[config.mk]
export PLATFORM = sky130hd
export DESIGN_NAME = chi_txreq_sched
export DESIGN_NICKNAME = d
export VERILOG_FILES = /design/src/rtl/chi_txreq_sched.sv
export SDC_FILE = /design/constraint.sdc
export NUM_CORES = 1
export LEC_CHECK = 0
export CAP_MARGIN = 20
export CORE_AREA = 2 2 219 221
export CTS_CLUSTER_SIZE = 24
export DETAILED_ROUTE_END_ITERATION = 12
export DIE_AREA = 0 0 221 223
export HOLD_SLACK_MARGIN = 0.05
export PLACE_DENSITY = 0.52
export SLEW_MARGIN = 25
export SYNTH_ARGS = -nofsm -noshare
export SYNTH_HDL_FRONTEND = slang
export SYNTH_SLANG_ARGS = --single-unit
[constraint.sdc]
create_clock -name clk -period 4.01 [get_ports clk]
set_input_delay 1.0025 -clock clk [delete_from_list [all_inputs] [get_ports clk]]
set_output_delay 1.0025 -clock clk [all_outputs]
set_load 0.005 [all_outputs]
[src/rtl/chi_txreq_sched.sv]
// chi_txreq_sched: two-source CHI TXREQ arbiter with L-credit, TxnID and link-state tracking
module chi_txreq_sched #(
    parameter int MAX_CRD = 15,
    parameter int NUM_TXN = 8
) (
    input  logic               clk,
    input  logic               rst,
    input  logic               link_en,
    input  logic [1:0]         req_valid,
    input  logic [307:0]       req_flit,
    output logic [1:0]         req_ready,
    output logic               TX_REQFLITPEND,
    output logic               TX_REQFLITV,
    output logic [153:0]       TX_REQFLIT,
    input  logic               TX_REQLCRDV,
    input  logic               RX_RSPFLITV,
    input  logic [72:0]        RX_RSPFLIT,
    output logic [3:0]         crd_cnt,
    output logic [NUM_TXN-1:0] txn_busy,
    output logic [1:0]         link_state,
    output logic               err_crd_ovf,
    output logic               err_unexp_comp
);
    localparam int IW = $clog2(NUM_TXN);
    localparam logic [1:0] STOP = 2'd0, RUN = 2'd1, RET = 2'd2;
    logic [1:0] state, state_nxt;
    logic ptr, pick, can_grant, grant, ret_fire, consume, comp_v, comp_hit, comp_bad;
    logic [IW-1:0] free_id;
    logic [153:0] sel_flit;
    logic [11:0] rsp_id;
    logic [NUM_TXN-1:0] set_mask, clr_mask;
    logic unused_rsp;
    assign unused_rsp = ^{RX_RSPFLIT[72:43], RX_RSPFLIT[25:0]};
    always_ff @(posedge clk)
        if (rst) state <= STOP;
        else state <= state_nxt;
    always_comb begin
        state_nxt = (state == STOP) ? (link_en ? RUN : STOP) :
                    (state == RUN)  ? (link_en ? RUN : RET) :
                    (state == RET)  ? ((crd_cnt == 4'd0) ? STOP : RET) : STOP;
    end
    always_comb begin
        link_state = state;
        ret_fire   = (state == RET) && (crd_cnt != 4'd0);
        can_grant  = !rst && (state == RUN) && link_en && (crd_cnt != 4'd0) && !(&txn_busy);
    end
    always_comb begin
        pick      = (&req_valid) ? ptr : req_valid[1];
        req_ready = (can_grant && |req_valid) ? (pick ? 2'b10 : 2'b01) : 2'b00;
        grant     = |req_ready;
        consume   = grant || ret_fire;
        sel_flit  = pick ? req_flit[307:154] : req_flit[153:0];
        free_id   = '0;
        for (int i = NUM_TXN - 1; i >= 0; i--)
            if (!txn_busy[i]) free_id = IW'(i);
        rsp_id    = RX_RSPFLIT[37:26];
        comp_v    = RX_RSPFLITV && (RX_RSPFLIT[42:38] == 5'h04);
        comp_hit  = comp_v && (rsp_id < 12'(NUM_TXN)) && txn_busy[rsp_id[IW-1:0]];
        comp_bad  = comp_v && !comp_hit;
        set_mask  = grant ? ({{(NUM_TXN-1){1'b0}}, 1'b1} << free_id) : '0;
        clr_mask  = comp_hit ? ({{(NUM_TXN-1){1'b0}}, 1'b1} << rsp_id[IW-1:0]) : '0;
    end
    // A credit arriving at MAX_CRD with nothing consumed is dropped and flagged
    always_ff @(posedge clk) begin
        if (rst) begin
            ptr            <= 1'b0;
            crd_cnt        <= '0;
            txn_busy       <= '0;
            err_crd_ovf    <= 1'b0;
            err_unexp_comp <= 1'b0;
            TX_REQFLITV    <= 1'b0;
            TX_REQFLIT     <= '0;
            TX_REQFLITPEND <= 1'b0;
        end else begin
            ptr            <= grant ? ~pick : ptr;
            crd_cnt        <= (TX_REQLCRDV && !consume) ? ((crd_cnt == 4'(MAX_CRD)) ? crd_cnt : crd_cnt + 4'd1) :
                              (!TX_REQLCRDV && consume) ? crd_cnt - 4'd1 : crd_cnt;
            err_crd_ovf    <= err_crd_ovf || (TX_REQLCRDV && !consume && crd_cnt == 4'(MAX_CRD));
            err_unexp_comp <= err_unexp_comp || comp_bad;
            txn_busy       <= (txn_busy & ~clr_mask) | set_mask;
            TX_REQFLITV    <= consume;
            TX_REQFLIT     <= grant ? {sel_flit[153:38], 12'(free_id), sel_flit[25:0]} : ret_fire ? '0 : TX_REQFLIT;
            TX_REQFLITPEND <= (|req_valid) || (state_nxt == RET);
        end
    end
endmodule

==> impl_metrics.env, run 1 <==
export IMPL_p_switching_mw=1.092
export IMPL_portBuffers=472
export IMPL_cts_clk_slew_worst_paths_ps=70
export IMPL_period_share_pct=97.62
export IMPL_gp_congestion=0.7361
export IMPL_intPower_mw=3.169
export IMPL_synth_edf_count=0
export IMPL_critPathLaunchType="input pin"
export IMPL_finalHoldViolCount=0
export IMPL_cts_tree="built"
export IMPL_grt_pass1_wl_mm=42.17
export IMPL_grt_use_met1_pct=13.17
export IMPL_synth_compound_area_share_pct=24.93
export IMPL_cp_arrival_ps=2910
export IMPL_leakage_nw=4.700
export IMPL_core_um2=47150
export IMPL_yosys_area_top_type="dfxtp_1"
export IMPL_hpwlAfterDp_mm=20.17
export IMPL_min_from="TX_REQFLIT[26]"
export IMPL_drive_gt1_share_pct=5.292
export IMPL_row_count=80
export IMPL_grt_met3_usage_pct=5.070
export IMPL_yosys_area_share_adder_pct=0.6528
export IMPL_yosysUniqueCellTypes=56
export IMPL_finalPower_mw=4.261
export IMPL_clock_power_share_pct=40.2
export IMPL_synth_top_family_by_area="compound AO/OA/AOI/OAI gates"
export IMPL_stdcell_count=1711
export IMPL_drcViolationCount=0
export IMPL_grt_max_degree=144
export IMPL_syn2layout_area_growth_pct=84.75
export IMPL_swShare_pct=25.63
export IMPL_crit_path_max_incr_delay_ps=570
export IMPL_synth_simple_area_share_pct=18.62
export IMPL_power_frac_comb_pct=18.0
export IMPL_dr_first_iter_drc_count=321
export IMPL_finalCriticalPeriod_ps=3915
export IMPL_synth_top_area_share_pct=47.58
export IMPL_worstSetupEndpointType="output port"
export IMPL_crit_top_cell="clkdlybuf4s50_1"
export IMPL_rsz0062_at_grt="no"
export IMPL_cts_buffers=17
export IMPL_root_buffer="clkbuf_16"
export IMPL_track_usage_pct=11.26
export IMPL_finalClockSkew_ps=11.19
export IMPL_synthArstFlopShare_pct=0
export IMPL_design_die_area_um2=49280
export IMPL_wire_per_inst_um=16.38
export IMPL_status="completed"
export IMPL_seq_power_share_pct=41.8
export IMPL_worst_pin_slew_ps=808.6
export IMPL_fin_area_um2=12750
export IMPL_tns_ps=0
export IMPL_path_max_fanout=3
export IMPL_path_cells="clkdlybuf4s50_1 -> nand3b_1 -> nor3_4 -> a21boi_2 -> a21boi_4 -> clkdlybuf4s50_1"
export IMPL_synth_seq_cells=164
export IMPL_slew_headroom_pct=46.09
export IMPL_max_freq_ghz=0.2555
export IMPL_diodes=0
export IMPL_cp_startpoint="link_en"
export IMPL_first_pass_iters=4
export IMPL_worstSkewPairLatency_ps=480
export IMPL_die_height_um=223
export IMPL_ys_seq_area_share_pct=47.58
export IMPL_die_w_um=221
export IMPL_synth_area_leaders="dfxtp_1 (48%), a221o_1 (21%), and2_1 (13%)"
export IMPL_synthXorXnorAreaFrac_pct=0.1269
export IMPL_first_global_vias=6932
export IMPL_synthFlopType="dfxtp_1"
export IMPL_overflow=0
export IMPL_crit_type="input pin to output port"
export IMPL_ir_drop_uv=273.8
export IMPL_start_util_pct=14.64
export IMPL_worst_ep_required_time_ps=3010
export IMPL_busiest_layer="met2"
export IMPL_ctsLongestPathBuffers=2
export IMPL_syn_area_um2=6900
export IMPL_cts_hold_fix_buffers=0
export IMPL_wl_mm=28.03
export IMPL_vias_per_cell=4.033
export IMPL_hp_class="flop to flop"
export IMPL_synthMuxAreaShare_pct=1.251
export IMPL_use_met2_pct=17.95
export IMPL_ant_nets=0
export IMPL_r2r_start="crd_cnt[0]"
export IMPL_antenna_found_initial=3
export IMPL_h_tree_depth=4
export IMPL_cts_sinks=164
export IMPL_final_nets=1474
export IMPL_ys_warnings_count=0
export IMPL_vias=6901
export IMPL_powerDensity_nw_per_um2=334.2
export IMPL_setup_violations_final=0
export IMPL_syn_area_per_cell_um2=10.85
export IMPL_drv_cap=0
export IMPL_io_pins=562
export IMPL_maxSlewViolCount=0
export IMPL_dpl_cell_area_um2=12150
export IMPL_placed_cells=1678
export IMPL_synth_cells=636
export IMPL_slowest_stage="clkdlybuf4s50_1"
-- stage by stage --
step	worst slack (ps)	utilization, %	hold WS [ps]
CTS	2.368	27.02	462.5
global route	27.99	27.04	470.0
global placement	57.63	25.71	453.1
finish	95.45	27.04	458.1
floorplan	700.2	-	448.3
detailed placement	16.30	25.77	451.2
-- power by group through the flow --
stage | sequential (mW) | combinational [mW] | clock [mW]
6_report | 1.78 | 0.765 | 1.71
5_1_grt | 1.79 | 0.820 | 1.85
4_1_cts | 1.78 | 0.775 | 1.79
3_5_place_dp | 1.82 | 0.772 | 0
3_3_place_gp | 1.82 | 0.763 | 0
2_1_floorplan | 1.81 | 0.256 | 0
-- timing repair --
item,4_1_cts,5_1_grt
endpoints found under the setup margin,0,1
endpoints found under the hold margin,0,0
gates resized for setup,0,0
setup buffers,0,1
-- critical path, delay by kind of cell --
| kind | cells | cell delay, ps |
|---|---|---|
| simple gates | 2 | 380 |
| compound gates | 2 | 460 |
| buf+inv | 2 | 1070 |
-- per-layer routing --
| layer | wire (um) | vias to the layer above |
|---|---|---|
| met4 | 510 | 6 |
| met3 | 2463 | 31 |
| met1 | 11950 | 3235 |
| met5 | 34 | - |
| met2 | 13070 | 331 |
| li1 | - | 3298 |
-- cell usage in the layout, fill, tap and decap left out, drive strengths merged, types with 2 or more instances in the layout --
| cell type | synthesis | layout |
|---|---|---|
| or3 | 2 | 2 |
| a21boi | 3 | 3 |
| conb | 1 | 9 |
| a221o | 142 | 142 |
| and2 | 142 | 142 |
| o21ai | 9 | 9 |
| mux2i | 3 | 3 |
| nor3 | 8 | 8 |
| inv | 8 | 13 |
| clkdlybuf4s50 | 0 | 472 |
| nor3b | 4 | 4 |
| clkinvlp | 0 | 2 |
| o32ai | 3 | 3 |
| nor2b | 5 | 5 |
| nand4 | 5 | 5 |
| a31oi | 2 | 2 |
| a21oi | 8 | 8 |
| clkbuf | 21 | 18 |
| nand2 | 9 | 9 |
| mux4 | 2 | 2 |
| nand3 | 3 | 3 |
| dfxtp | 164 | 164 |
| ha | 2 | 2 |
| nand3b | 2 | 2 |
| nor2 | 13 | 13 |
| nand2b | 7 | 7 |
| a311oi | 2 | 2 |
| bufinv | 0 | 2 |
| buf | 43 | 12 |
| nor4 | 3 | 3 |
| and4 | 2 | 2 |
| clkinv | 0 | 5 |
-- flip-flops by register name, summed over array words and instances, names as in the netlist --
signal	count
TX_REQFLIT	145
TX_REQFLITPEND	1
TX_REQFLITV	1
crd_cnt	4
err_crd_ovf	1
err_unexp_comp	1
link_state	2
ptr	1
txn_busy	8
-- synth_stat cells (2+ instances only) --
master    count
dfxtp_1     164
a221o_1     142
and2_1      142
buf_6        19
clkbuf_1     19
buf_2        15
nor2_1       13
buf_4         9
nand2_1       9
a21oi_1       8
inv_1         8
o21ai_0       8
nand2b_1      7
nor3_1        7
nand4_1       5
nor2b_1       4
nor3b_1       4
mux2i_1       3
nand3_1       3
o32ai_1       3
a311oi_1      2
a31oi_1       2
clkbuf_2      2
ha_1          2
mux4_2        2
nand3b_1      2
nor4_1        2
or3_1         2
-- final timing paths --
kind | end | slack [ps] | cells past startpoint
worst max-delay path | req_ready[0] | 100 | 6
worst min-delay path | TX_REQFLIT[26] | 460 | 2
worst max register to register | crd_cnt[3] | 1350 | 8
worst min register to register | TX_REQFLIT[26] | 460 | 2
-- final cells by class --
cell class	instances	area, um2
clock inverter	14	151.4
fill	5008	34400
inverter	8	30.03
tap	615	769.5
multi-input combinational	408	3191
sequential	164	3283
clock buffer	18	439.2
timing repair buffer	484	4885
-- cells by family (layout without fill, tap and decap cells) --
family / after synthesis / in the layout
AOI/OAI and AO/OA: 181 / 181
and+or+nand+nor: 208 / 208
adders and majority gates: 3 / 3
other: 1 / 9
DFF: 164 / 164
buffers and inverters: 72 / 524
xor gates and xnor gates: 1 / 1
muxes: 6 / 6
(Power assumes the default switching activity.)
==> inputs of run 2 (changes only) <==
--- a/config.mk
+++ b/config.mk
@@ -6,12 +6,12 @@
 export NUM_CORES = 1
 export LEC_CHECK = 0
 export CAP_MARGIN = 20
-export CORE_AREA = 2 2 219 221
+export CORE_AREA = 2 2 216 218
 export CTS_CLUSTER_SIZE = 24
 export DETAILED_ROUTE_END_ITERATION = 12
-export DIE_AREA = 0 0 221 223
+export DIE_AREA = 0 0 218 220
 export HOLD_SLACK_MARGIN = 0.05
-export PLACE_DENSITY = 0.52
+export PLACE_DENSITY = 0.53
 export SLEW_MARGIN = 25
 export SYNTH_ARGS = -nofsm -noshare
 export SYNTH_HDL_FRONTEND = slang
==> constraint.sdc (replaced) <==
create_clock -name clk -period 4.4 [get_ports clk]
set_input_delay 1.1 -clock clk [delete_from_list [all_inputs] [get_ports clk]]
set_output_delay 1.1 -clock clk [all_outputs]
set_load 0.005 [all_outputs]
==> impl_metrics.env, run 2 (synthesized netlist as in run 1, its figures left out) <==
export IMPL_io_pins=562
export IMPL_design_die_area_um2=47960
export IMPL_gp_congestion=0.7412
export IMPL_tns_ps=0
export IMPL_cts_buffers=17
export IMPL_cp_startpoint="req_valid[1]"
export IMPL_worstSkewPairLatency_ps=480
export IMPL_fin_area_um2=12650
export IMPL_cts_repair_resize_count=0
export IMPL_finalCriticalPeriod_ps=4181
export IMPL_worst_pin_slew_ps=858.2
export IMPL_core_um2=45860
export IMPL_cts_sinks=164
export IMPL_cts_tree="built"
export IMPL_leakage_nw=4.655
export IMPL_syn2layout_area_growth_pct=83.37
export IMPL_busiest_layer="met2"
export IMPL_grt_pass1_wl_mm=38.95
export IMPL_setup_violations_final=0
export IMPL_crit_type="input pin to output port"
export IMPL_vias_per_cell=4.034
export IMPL_first_global_vias=6636
export IMPL_final_nets=1470
export IMPL_cts_clk_slew_worst_paths_ps=60
export IMPL_first_pass_iters=4
export IMPL_die_w_um=218
export IMPL_postCtsSetupBuffers=0
export IMPL_dr_first_iter_drc_count=268
export IMPL_portBuffers=472
export IMPL_grt_max_degree=144
export IMPL_hpwlAfterDp_mm=19.47
export IMPL_path_max_fanout=3
export IMPL_drv_cap=0
export IMPL_worstSetupEndpointType="output port"
export IMPL_max_freq_ghz=0.2392
export IMPL_grt_use_met1_pct=12.38
export IMPL_dpl_cell_area_um2=12090
export IMPL_finalClockSkew_ps=14.27
export IMPL_r2r_start="crd_cnt[0]"
export IMPL_maxSlewViolCount=0
export IMPL_slew_headroom_pct=42.67
export IMPL_final_cell_mix="clkdlybuf4s50_1 (472), dfxtp_1 (164), and2_1 (142), a221o_1 (142), clkbuf_16 (17)"
export IMPL_largestRegisters="TX_REQFLIT (145), txn_busy (8), crd_cnt (4)"
export IMPL_critPathLaunchType="input pin"
export IMPL_drcViolationCount=0
export IMPL_wire_per_inst_um=15.99
export IMPL_ir_drop_uv=232.8
export IMPL_die_height_um=220
export IMPL_diodes=0
export IMPL_use_met2_pct=17.08
export IMPL_crit_end="req_ready[0]"
export IMPL_overflow=0
export IMPL_grt_met3_usage_pct=5.121
export IMPL_status="completed"
export IMPL_start_util_pct=15.05
export IMPL_hp_class="flop to flop"
export IMPL_row_count=79
export IMPL_nFillCells=4837
export IMPL_finalHoldViolCount=0
export IMPL_vias=6854
export IMPL_worst_ep_required_time_ps=3300
export IMPL_regToRegSetupSlack_ps=1560
export IMPL_drive_gt1_share_pct=4.945
export IMPL_wl_mm=27.16
export IMPL_powerDensity_nw_per_um2=300.1
export IMPL_rr_worst_depth=5
export IMPL_r2r_end="TX_REQFLIT[122]"
export IMPL_antenna_found_initial=1
export IMPL_rsz0062_at_grt="no"
export IMPL_cp_arrival_ps=3080
export IMPL_layout_commonest_cell="clkdlybuf4s50_1"
export IMPL_multi_input_area_um2=3191
export IMPL_largest_reg_flops=145
export IMPL_regMostFlops="TX_REQFLIT"
export IMPL_cts_hold_fix_buffers=0
export IMPL_regArea_um2=3283
export IMPL_root_buffer="clkbuf_16"
export IMPL_ctsLongestPathBuffers=2
export IMPL_track_usage_pct=10.91
export IMPL_h_tree_depth=4
export IMPL_period_share_pct=95.02
export IMPL_ant_nets=0
[run 2: through the flow]
step           power [mW]  hold WS [ps]  std cells  utilization (%)  setup WS (ps)
4_1_cts             3.892         471.1       1699            27.59          156.8
5_1_grt             3.986         483.2       1699            27.59          110.4
6_report            3.798         474.2       1699            27.59          219.3
3_3_place_gp        2.345         452.0       1667            26.35          198.7
2_1_floorplan       1.883         448.3        644                -          895.2
3_5_place_dp        2.347         451.8       1667            26.35          165.1
[run 2: metal layers]
| layer | vias to the layer above | wire length (um) |
|---|---|---|
| li1 | 3302 | - |
| met1 | 3180 | 10960 |
| met2 | 346 | 12520 |
| met3 | 26 | 3035 |
| met4 | 0 | 653 |
| met5 | - | 0 |
[run 2: worst min path at each step]
stage / from / to / slack (ps) / cells after the start
after floorplan: TX_REQFLIT[26] / TX_REQFLIT[26] / 450 / 2
after global placement: TX_REQFLIT[26] / TX_REQFLIT[26] / 450 / 2
after detailed placement: TX_REQFLIT[26] / TX_REQFLIT[26] / 450 / 2
after CTS: TX_REQFLIT[26] / TX_REQFLIT[26] / 470 / 2
after global routing: TX_REQFLIT[26] / TX_REQFLIT[26] / 480 / 2
final: TX_REQFLIT[26] / TX_REQFLIT[26] / 470 / 2
[run 2: final cells by class]
cell class / instances / area share (%)
clock inverters: 14 / 1.018
clock buffers: 18 / 3.471
repair buffers: 480 / 38.11
well taps: 607 / 6.002
flip-flops and latches: 164 / 25.95
inverters: 8 / 0.2373
multi-input cells: 408 / 25.22
[run 2: power breakdown]
group          internal, mW  total, mW  switching [mW]
combinational         0.466      0.685           0.219
clock                 0.797       1.49           0.693
sequential             1.56       1.62          0.0645
total                  2.82       3.80           0.977
[run 2: worst max-delay path, cell delays in order]
cell and delay [ps]:
clkdlybuf4s50_1 640, o21bai_4 140, nor3_4 200, a21boi_2 200, a21boi_4 240, clkdlybuf4s50_1 540
==> inputs of run 3 (changes only) <==
--- a/config.mk
+++ b/config.mk
@@ -5,9 +5,8 @@
 export SDC_FILE = /design/constraint.sdc
 export NUM_CORES = 1
 export LEC_CHECK = 0
-export CAP_MARGIN = 20
+export CAP_MARGIN = 25
 export CORE_AREA = 2 2 216 218
-export CTS_CLUSTER_SIZE = 24
 export DETAILED_ROUTE_END_ITERATION = 12
 export DIE_AREA = 0 0 218 220
 export HOLD_SLACK_MARGIN = 0.05
==> constraint.sdc (replaced) <==
create_clock -name clk -period 4.45 [get_ports clk]
set_input_delay 1.1125 -clock clk [delete_from_list [all_inputs] [get_ports clk]]
set_output_delay 1.1125 -clock clk [all_outputs]
set_load 0.005 [all_outputs]
==> impl_metrics.env, run 3 (synthesized netlist as in run 1, its figures left out) <==
export IMPL_status="completed"
export IMPL_cts_repair_resize_count=0
export IMPL_multi_input_area_um2=3191
export IMPL_wl_mm=27.45
export IMPL_vias_per_cell=4.021
export IMPL_hold_ws_ps=464.7
export IMPL_row_count=79
export IMPL_crit_top_cell="clkdlybuf4s50_1"
export IMPL_period_share_pct=94.72
export IMPL_cts_hold_fix_buffers=0
export IMPL_antenna_found_initial=2
export IMPL_first_global_vias=6755
export IMPL_crit_end="req_ready[0]"
export IMPL_cp_arrival_ps=3100
export IMPL_root_buffer="clkbuf_16"
export IMPL_worst_ep_required_time_ps=3340
export IMPL_rsz0062_at_grt="no"
export IMPL_r2r_end="crd_cnt[3]"
export IMPL_rr_worst_depth=9
export IMPL_overflow=0
export IMPL_cts_tree="built"
export IMPL_wire_per_inst_um=16.16
export IMPL_gp_congestion=0.7275
export IMPL_slew_headroom_pct=39.33
export IMPL_dr_first_iter_drc_count=326
export IMPL_tns_ps=0
export IMPL_max_freq_ghz=0.2372
export IMPL_drcViolationCount=0
export IMPL_crit_path_max_incr_delay_ps=650
export IMPL_pre_cts_slack_ps=199.7
export IMPL_grt_pass1_wl_mm=39.88
export IMPL_nFillCells=4847
export IMPL_die_w_um=218
export IMPL_maxSlewViolCount=0
export IMPL_cts_sinks=164
export IMPL_path_delay_family="buffers and inverters"
export IMPL_portBuffers=472
export IMPL_first_pass_iters=5
export IMPL_regToRegSetupSlack_ps=1560
export IMPL_path_max_fanout=3
export IMPL_final_nets=1469
export IMPL_crit_type="input pin to output port"
export IMPL_core_um2=45860
export IMPL_leakage_nw=4.665
export IMPL_hpwlAfterDp_mm=19.50
export IMPL_start_util_pct=15.05
export IMPL_drv_cap=0
export IMPL_finalCriticalPeriod_ps=4215
export IMPL_slowest_stage="clkdlybuf4s50_1"
export IMPL_worst_pin_slew_ps=910.1
export IMPL_ir_drop_uv=243.5
export IMPL_path_cells="clkdlybuf4s50_1 -> o21bai_4 -> nor3_4 -> a21boi_2 -> a21boi_4 -> clkdlybuf4s50_1"
export IMPL_track_usage_pct=11.06
export IMPL_final_cell_mix="clkdlybuf4s50_1 (472), dfxtp_1 (164), and2_1 (142), a221o_1 (142), clkbuf_16 (17)"
export IMPL_worstSkewPairLatency_ps=480
export IMPL_finalClockSkew_ps=8.533
export IMPL_design_die_area_um2=47960
export IMPL_largest_reg_flops=145
export IMPL_worstSetupEndpointType="output port"
export IMPL_critPathLaunchType="input pin"
export IMPL_vias=6831
export IMPL_largestRegisters="TX_REQFLIT (145), txn_busy (8), crd_cnt (4)"
export IMPL_hp_class="flop to flop"
export IMPL_syn2layout_area_growth_pct=83.74
export IMPL_layout_commonest_cell="clkdlybuf4s50_1"
export IMPL_final_setup_worst_slack_ps=234.9
export IMPL_io_pins=562
export IMPL_finalPower_mw=3.851
export IMPL_die_height_um=220
export IMPL_regMostFlops="TX_REQFLIT"
export IMPL_fin_util_pct=27.64
export IMPL_r2r_start="txn_busy[0]"
export IMPL_grt_max_degree=144
export IMPL_ant_nets=0
export IMPL_finalHoldViolCount=0
export IMPL_drive_gt1_share_pct=4.766
export IMPL_cp_startpoint="req_valid[1]"
export IMPL_setup_violations_final=0
export IMPL_cp_depth=6
export IMPL_cts_buffers=17
export IMPL_powerDensity_nw_per_um2=303.7
export IMPL_h_tree_depth=4
export IMPL_postCtsSetupBuffers=0
export IMPL_regArea_um2=3283
export IMPL_ctsLongestPathBuffers=2
export IMPL_cts_clk_slew_worst_paths_ps=60
export IMPL_path_buf_inv=2
-- run 3: cell count changes in the layout (fill, tap and decap cells not counted), sizes merged --
| cell | change |
|---|---|
| buf | -1 |
| clkinv | -1 |
| bufinv | +2 |
| diode | +1 |
| clkbuf | +2 |
| inv | -3 |
-- run 3: routing by layer --
layer | wire length [um] | track usage, % | vias up
met5 | 0 | 0 | -
met4 | 714 | 5.692 | 0
met3 | 3000 | 4.900 | 32
met2 | 12580 | 17.48 | 357
met1 | 11160 | 12.59 | 3151
li1 | - | - | 3291
-- run 3: per-stage QoR --
stage | instance area, um2 | std cells
after global routing | 12680 | 1698
after detailed placement | 12070 | 1666
after floorplan | 6930 | 644
final | 12680 | 1699
after global placement | 12070 | 1666
after CTS | 12680 | 1698
-- run 3: how the worst min path moves through the flow --
| stage | startpoint | cells after the start | slack, ps | endpoint |
|---|---|---|---|---|
| finish | TX_REQFLIT[26] | 2 | 460 | TX_REQFLIT[26] |
| global route | TX_REQFLIT[26] | 2 | 490 | TX_REQFLIT[26] |
| CTS | TX_REQFLIT[26] | 2 | 470 | TX_REQFLIT[26] |
| detailed placement | TX_REQFLIT[26] | 2 | 450 | TX_REQFLIT[26] |
| global placement | TX_REQFLIT[26] | 2 | 450 | TX_REQFLIT[26] |
| floorplan | TX_REQFLIT[26] | 2 | 450 | TX_REQFLIT[26] |
-- run 3: power by group --
group | switching (mW) | leakage (nW) | internal (mW)
clock network | 0.659 | 0.292 | 0.910
logic | 0.220 | 3.05 | 0.458
registers | 0.0628 | 1.33 | 1.54
total | 0.942 | 4.66 | 2.91
-- run 3: cell type report --
type / instances / area share, %
repair buffers: 479 / 37.88
clock inverters: 12 / 1.214
flip-flops and latches: 164 / 25.90
well taps: 607 / 5.990
inverters: 8 / 0.2369
clock buffers: 20 / 3.602
diodes: 1 / 0.01974
multi-input cells: 408 / 25.17
-- run 3: tightest hold or removal path, cell delays in order (launching register included) --
cell and delay [ps]:
dfxtp_1 310, nand2_1 50, a21oi_1 50
